===== src/rtl/ahb3lite_slave_port_arbiter.sv =====
// ahb3lite_slave_port_arbiter
// Per-slave-port master arbiter for the AHB3-Lite interconnect switch.
// Picks the highest-priority requester at each arbitration point. Fixed-length
// bursts and locked sequences are never broken up. The grant is registered and
// drives the slave-side address/data muxes.
// Optional feature macro: AHB_ARB_ROUND_ROBIN_EN. When it is defined, an
// equal-priority tie goes to the first requester after rr_ptr, wrapping around.
// When it is not defined, the tie goes to the lowest index. rr_ptr is tracked
// in both builds.
module ahb3lite_slave_port_arbiter #(
  parameter int MASTERS       = 3,
  parameter int PRIORITY_BITS = 3,
  localparam int IDX_W        = (MASTERS > 1) ? $clog2(MASTERS) : 1
) (
  input  logic                               HCLK,
  input  logic                               HRESETn,
  input  logic [MASTERS-1:0]                 mst_req,
  input  logic [MASTERS*PRIORITY_BITS-1:0]   mst_priority,
  input  logic [MASTERS*2-1:0]               mst_HTRANS,
  input  logic [MASTERS*3-1:0]               mst_HBURST,
  input  logic [MASTERS-1:0]                 mst_HMASTLOCK,
  input  logic                               HREADY,
  output logic [MASTERS-1:0]                 grant,
  output logic [IDX_W-1:0]                   grant_idx,
  output logic                               grant_valid,
  output logic                               arb_locked
);

  localparam logic [1:0] HTRANS_IDLE   = 2'd0;
  localparam logic [1:0] HTRANS_NONSEQ = 2'd2;
  localparam logic [1:0] HTRANS_SEQ    = 2'd3;
  localparam logic [2:0] HBURST_SINGLE = 3'd0;
  localparam logic [2:0] HBURST_INCR   = 3'd1;

  typedef enum logic [1:0] {
    ST_IDLE  = 2'd0,
    ST_OWN   = 2'd1,
    ST_BURST = 2'd2,
    ST_LOCK  = 2'd3
  } state_t;

  state_t             state_reg;
  logic [MASTERS-1:0] grant_reg;
  logic [IDX_W-1:0]   grant_idx_reg;
  logic               grant_valid_reg;
  logic               arb_locked_reg;
  logic [IDX_W-1:0]   rr_ptr_reg;
  logic [3:0]         beat_cnt_reg;

  // Per-master views of the packed input buses
  logic [PRIORITY_BITS-1:0] prio_arr  [MASTERS];
  logic [1:0]               trans_arr [MASTERS];
  logic [2:0]               burst_arr [MASTERS];
  logic [MASTERS-1:0]       win_onehot;

  logic [IDX_W-1:0] win_idx;

  generate
    for (genvar gi = 0; gi < MASTERS; gi++) begin : g_unpack
      assign prio_arr[gi]   = mst_priority[gi*PRIORITY_BITS +: PRIORITY_BITS];
      assign trans_arr[gi]  = mst_HTRANS[gi*2 +: 2];
      assign burst_arr[gi]  = mst_HBURST[gi*3 +: 3];
      assign win_onehot[gi] = (win_idx == IDX_W'(gi));
    end
  endgenerate

  // Current owner's bus signals
  logic       owner_req;
  logic       owner_lock;
  logic [1:0] owner_trans;
  logic [2:0] owner_burst;

  assign owner_req   = mst_req[grant_idx_reg];
  assign owner_lock  = mst_HMASTLOCK[grant_idx_reg];
  assign owner_trans = trans_arr[grant_idx_reg];
  assign owner_burst = burst_arr[grant_idx_reg];

  // Winner's signals decide the tenure type it enters
  logic       win_lock;
  logic [1:0] win_trans;
  logic [2:0] win_burst;

  assign win_lock  = mst_HMASTLOCK[win_idx];
  assign win_trans = trans_arr[win_idx];
  assign win_burst = burst_arr[win_idx];

  // WRAP4/INCR4 -> 3, WRAP8/INCR8 -> 7, WRAP16/INCR16 -> 15 remaining beats
  function automatic logic [3:0] burst_beats_m1(input logic [2:0] hburst);
    case (hburst)
      3'd2, 3'd3: burst_beats_m1 = 4'd3;
      3'd4, 3'd5: burst_beats_m1 = 4'd7;
      3'd6, 3'd7: burst_beats_m1 = 4'd15;
      default:    burst_beats_m1 = 4'd0;
    endcase
  endfunction

  // Winner search: highest priority first, then the tie-break order
  logic [PRIORITY_BITS-1:0] max_prio;
  logic [MASTERS-1:0]       eligible;
  logic                     any_req;
  logic                     found_lo;
  logic                     found_hi;
  logic [IDX_W-1:0]         lo_idx;
  logic [IDX_W-1:0]         hi_idx;

  always_comb begin
    max_prio = '0;
    eligible = '0;
    found_lo = 1'b0;
    found_hi = 1'b0;
    lo_idx   = '0;
    hi_idx   = '0;
    any_req  = |mst_req;
    for (int m = 0; m < MASTERS; m++) begin
      if (mst_req[m] && (prio_arr[m] > max_prio)) max_prio = prio_arr[m];
    end
    for (int m = 0; m < MASTERS; m++) begin
      eligible[m] = mst_req[m] && (prio_arr[m] == max_prio);
    end
    for (int m = 0; m < MASTERS; m++) begin
      if (!found_lo && eligible[m]) begin
        found_lo = 1'b1;
        lo_idx   = IDX_W'(m);
      end
      if (!found_hi && eligible[m] && (IDX_W'(m) > rr_ptr_reg)) begin
        found_hi = 1'b1;
        hi_idx   = IDX_W'(m);
      end
    end
`ifdef AHB_ARB_ROUND_ROBIN_EN
    // Search above rr_ptr first, then wrap to the lowest eligible index
    win_idx = found_hi ? hi_idx : lo_idx;
`else
    win_idx = lo_idx;
`endif
  end

  // Arbitration point. HREADY is applied separately in the sequential block.
  logic ap;

  always_comb begin
    case (state_reg)
      ST_IDLE:  ap = 1'b1;
      ST_OWN:   ap = !owner_req || (owner_trans == HTRANS_IDLE) ||
                     ((owner_trans == HTRANS_NONSEQ) &&
                      ((owner_burst == HBURST_SINGLE) || (owner_burst == HBURST_INCR)));
      // A NONSEQ or IDLE from the owner ends the burst early
      ST_BURST: ap = !owner_lock && ((beat_cnt_reg == 4'd0) ||
                     (owner_trans == HTRANS_NONSEQ) || (owner_trans == HTRANS_IDLE));
      ST_LOCK:  ap = !owner_lock && (owner_trans == HTRANS_IDLE);
      default:  ap = 1'b0;
    endcase
  end

  // Tenure FSM. Grant, rr_ptr and the beat counter all advance only on HREADY.
  always_ff @(posedge HCLK) begin
    if (!HRESETn) begin
      state_reg       <= ST_IDLE;
      grant_reg       <= '0;
      grant_idx_reg   <= '0;
      grant_valid_reg <= 1'b0;
      arb_locked_reg  <= 1'b0;
      rr_ptr_reg      <= IDX_W'(MASTERS - 1);
      beat_cnt_reg    <= 4'd0;
    end else if (HREADY) begin
      if (ap) begin
        if (any_req) begin
          grant_reg       <= win_onehot;
          grant_idx_reg   <= win_idx;
          grant_valid_reg <= 1'b1;
          // Keeping the same owner leaves the round-robin pointer where it is
          if (!(grant_valid_reg && (win_idx == grant_idx_reg)) && (win_idx != rr_ptr_reg))
            rr_ptr_reg <= win_idx;
          if (win_lock) begin
            state_reg      <= ST_LOCK;
            arb_locked_reg <= 1'b1;
            beat_cnt_reg   <= 4'd0;
          end else if ((win_trans == HTRANS_NONSEQ) && (win_burst >= 3'd2)) begin
            state_reg      <= ST_BURST;
            arb_locked_reg <= 1'b1;
            beat_cnt_reg   <= burst_beats_m1(win_burst);
          end else begin
            state_reg      <= ST_OWN;
            arb_locked_reg <= 1'b0;
            beat_cnt_reg   <= 4'd0;
          end
        end else begin
          state_reg       <= ST_IDLE;
          grant_reg       <= '0;
          grant_valid_reg <= 1'b0;
          arb_locked_reg  <= 1'b0;
          beat_cnt_reg    <= 4'd0;
        end
      end else if ((state_reg == ST_BURST) && (owner_trans == HTRANS_SEQ) &&
                   (beat_cnt_reg != 4'd0)) begin
        beat_cnt_reg <= beat_cnt_reg - 4'd1;
      end
    end
  end

  assign grant       = grant_reg;
  assign grant_idx   = grant_idx_reg;
  assign grant_valid = grant_valid_reg;
  assign arb_locked  = arb_locked_reg;

endmodule


===== config.mk =====
export PLATFORM = sky130hd
export DESIGN_NAME = ahb3lite_slave_port_arbiter
export DESIGN_NICKNAME = d
export VERILOG_FILES = /design/src/rtl/ahb3lite_slave_port_arbiter.sv
export SDC_FILE = /design/constraint.sdc
export NUM_CORES = 1
export LEC_CHECK = 0
export ABC_AREA = 0
export CORE_MARGIN = 4
export CORE_UTILIZATION = 48
export CTS_CLUSTER_SIZE = 14
export DETAILED_ROUTE_END_ITERATION = 8
export PLACE_DENSITY = 0.81
export SLEW_MARGIN = 25
export SYNTH_ARGS = -nofsm -noshare
export SYNTH_HDL_FRONTEND = slang
export SYNTH_SLANG_ARGS = --single-unit

===== constraint.sdc =====
create_clock -name HCLK -period 5.7 [get_ports HCLK]
set_input_delay 0.855 -clock HCLK [delete_from_list [all_inputs] [get_ports HCLK]]
set_output_delay 0.855 -clock HCLK [all_outputs]
set_load 0.05 [all_outputs]

==> summary.md <==
| Metric | Value |
|---|---|
| Result of the run | `complete, no violations` |
| Worst slew pin tran | `between 0.5 and 0.6 ns` |
| Cell type with the highest aggregate area in the netlist | `dfxtp_1` |
| Remaining Overflow, GRT | `0` |
| Average wire per standard cell | `between 10 and 15 um` |
| Logic depth of the worst setup path including buffers | `19` |
| Yosys reg bits | `12` |
| Sum of buffers and inverters on the critical path | `3` |
| Final Max Slew Viols | `0` |
| Clock insertion delay at the later pin of the skew report | `0.28 ns` |
| Post-DP HPWL | `between 2 and 3 mm` |
| Critical path fanouts, max | `7` |
| Total setup buffers inserted after CTS | `0` |
| Top FF cell, synth | `dfxtp_1` |
| Final worst path period share | `between 90% and 100%` |
| CP Data Arrival Time | `between 5 and 6 ns` |
| Slowest stage delay, CP | `between 0.5 and 0.6 ns` |
| Syn Inst Count | `around 200` |
| Avg Vias per Cell | `5.781` |
| Final worst setup slack | `about 0.53 ns` |
| Number of filler instances in the final layout | `between 200 and 250` |
| Static leakage power | `around 0.7 nW` |
| Worst setup path startpoint | `mst_priority[1]` |
| Std-Cell Rows | `19` |
| Yosys top cell area share | `17.24%` |
| Global-route wire length before repair | `between 5 and 6 mm` |
| Syn Nets | `between 200 and 250` |
| Syn. warnings | `0` |
| Clock tree root buffer cell | `clkbuf_4` |
| Max VDD drop | `about 0.00018 V` |
| Proportion of register bits with asynchronous set or reset after synthesis | `0%` |
| Total Negative Setup Slacks | `0 ns` |
| Worst reg2reg path endpoint | `beat_cnt_reg[1]$_SDFFE_PN0P_` |
| Count of nets left with antenna violations after detail routing | `0` |
| Area added between synthesis and finish | `31.06%` |
| Vias in the first global route | `roughly 1.4k` |
| Post-Synthesis Mean Instance Area | `between 6 and 7 um^2` |
| Final Wtd Congestion | `0.9059` |
| Storage cell area | `240.2 um^2` |
| Maximum clock frequency | `0.1935 GHz` |
| DRC violations left | `0` |
| Worst slack after detailed placement | `approximately 0.29 ns` |
| Rel. slew slack | `between 60 and 70%` |
| Largest net degree at the start of global routing | `16` |
| Detailed Route Iter0 Violations | `97` |
| I/O pin total | `40` |
| Floorplan core area | `approximately 0.0028 mm^2` |
| Worst min-delay path category | `reg2reg` |
| Number of antenna violations at the first check in global routing | `0` |
| Die H | `a little over 60 um` |
| Number of vias after detailed routing | `around 1.6k` |
| Power density over the cells | `a little under 200 mW/mm^2` |
| CTS tree | `yes` |
| Endpoint type of the worst setup path | `flip-flop` |
| Leading cell type by number of instances after synthesis | `nand2_1` |
| Total global routing track utilization | `about a fifth` |
| Data required time at the worst endpoint | `5.87 ns` |
| Crit path max-delay family | `compound AO/OA/AOI/OAI gates` |
| Largest register FFs | `4` |
| Number of endpoints failing setup at the final stage | `0` |
| Final period demand of the worst path | `about 5.2 ns` |
| Library cell contributing the largest single delay on the critical path | `clkdlybuf4s50_1` |
| Crit Path Class | `in2reg` |
| Fraction of final layout cells sized beyond drive strength 1 | `under 10%` |
| Net count reported at finish | `280` |
| Clock sink count | `12` |
| Multi-input combinational cell area | `roughly 0.0010 mm^2` |
| Total of cells resized after clock tree synthesis | `0` |
| Synthesized cell area | `0.001394 mm^2` |
| Total wirelength of the detailed-routed design | `about 3.6 mm` |
| Share of synthesized area occupied by flip-flops and latches | `between 10% and 20%` |
| Antenna cell count | `0` |
| Max capacitance violation total | `0` |
| Number of different library cells in the post-synthesis netlist | `between 50 and 60` |
| RSZ-0062 raised after global routing | `no` |
| Hold-fix buffers, CTS | `0` |
| Count of flip-flops with a built-in enable after synthesis | `0` |
| Worst R2R Start | `grant_idx[1]$_SDFFE_PN0P_` |
| Clock buffer depth | `2` |
| Number of H-tree levels | `1` |
| Number of buffers inserted during clock tree synthesis | `3` |
| Die W | `~62 um` |
| PortBufs | `36` |
| Top cells by area in the synthesized netlist | `dfxtp_1 (17%), nand2_1 (7.0%), ha_1 (6.3%)` |
| Number of hold-slack violations in the final timing report | `0` |
| Number of detailed-routing iterations run before antenna repair | `4` |
| Endpoint of the most critical setup path | `state_reg[0]$_SDFFE_PN0P_` |
| Critical path, cell by cell | `clkdlybuf4s50_1 -> and2_1 -> inv_1 -> ha_1 -> inv_1 -> o21a_1 -> nor2_1 -> nor2_1 -> a21oi_1 -> ha_1 -> nor2b_2 -> o31ai_2 -> or2_1 -> o22ai_1 -> a31o_2 -> a21o_1 -> a222oi_1 -> o211ai_1 -> a31o_1` |
| Worst reg-to-reg path cell count | `8` |
| Clock-pin slew reported for the worst setup and hold paths after clock tree synthesis | `0.08 ns` |
| Setup slack on the worst flop-to-flop path | `2.90 ns` |
| Kind of start point of the critical path | `input port` |
| Top post-synthesis cells by count | `nand2_1 (26), inv_1 (19), nor2_1 (18)` |
| Die outline area | `~0.0038 mm^2` |
| Overall power of the completed layout | `363.4 uW` |
| Largest clock skew in the final design | `about 0.0036 ns` |
| Initial Util | `approximately half` |
worst min path at each step:
stage / from / end / slack (ns) / depth (start not counted)
final: grant_valid$_SDFFE_PN0P_ / grant_valid$_SDFFE_PN0P_ / 0.47 / 2
after global routing: grant[1]$_SDFFE_PN0P_ / grant[1]$_SDFFE_PN0P_ / 0.50 / 2
after CTS: grant_valid$_SDFFE_PN0P_ / grant_valid$_SDFFE_PN0P_ / 0.47 / 2
after detailed placement: grant_valid$_SDFFE_PN0P_ / grant_valid$_SDFFE_PN0P_ / 0.46 / 2
after global placement: grant[1]$_SDFFE_PN0P_ / grant[1]$_SDFFE_PN0P_ / 0.45 / 2
after floorplan: beat_cnt_reg[2]$_SDFFE_PN0P_ / beat_cnt_reg[2]$_SDFFE_PN0P_ / 0.53 / 2
layout by cell type (no fill, tap or decap), drive strengths merged, types with 3 or more instances in the layout:
master / count
a21boi: 8
a21oi: 8
a222oi: 3
a31oi: 3
buf: 5
clkbuf: 4
clkdlybuf4s50: 36
dfxtp: 12
ha: 7
inv: 19
mux2i: 5
nand2: 26
nand2b: 3
nand3: 6
nand4: 4
nor2: 18
nor3: 5
nor4: 3
o211ai: 3
o21a: 3
o21ai: 17
o31ai: 4
xnor2: 7
kinds of logic after synthesis:
group                      share of synthesized area (%)
DFF                                                17.24
buffers and inverters                              7.989
muxes                                              3.591
and+or+nand+nor                                    26.93
adders and majority gates                          6.283
AOI/OAI and AO/OA                                  32.95
xor gates and xnor gates                           5.027
routing by layer:
layer | up-vias | GRT usage [%] | routed length [um]
met1 | 707 | 24.63 | 1766
met5 | - | 0 | 0
li1 | 819 | - | -
met3 | 2 | 4.339 | 179
met2 | 33 | 34.23 | 1693
met4 | 0 | 3.333 | 4
cell type report:
class / count / area share, %
sequential: 12 / 13.15
timing repair buffer: 41 / 21.78
clock buffer: 4 / 1.986
inverter: 19 / 3.904
multi-input combinational: 163 / 57.05
tap: 31 / 2.123
per-stage QoR:
step | std cells | util (%) | hold slack (ns) | cell area, um^2
after floorplan | 201 | - | 0.5317 | 1394
after global placement | 266 | 64.93 | 0.4536 | 1790
after detailed placement | 266 | 64.93 | 0.4597 | 1790
after CTS | 270 | 66.24 | 0.4706 | 1827
after global routing | 270 | 66.24 | 0.5034 | 1827
final | 270 | 66.24 | 0.4696 | 1827
worst min-delay path: cells and delay by family, from the launching register on:
kind | cells | cell delay (ns)
AOI/OAI and AO/OA | 1 | 0.07
DFF | 1 | 0.31
and+or+nand+nor | 1 | 0.05
power by group:
| group | total, mW | switching [mW] | internal (mW) |
|---|---|---|---|
| clock network | 0.0688 | 0.0299 | 0.0389 |
| logic | 0.192 | 0.107 | 0.0846 |
| registers | 0.103 | 0.00911 | 0.0937 |
| total | 0.363 | 0.146 | 0.217 |
No activity file was read; power rests on OpenSTA's default activity.
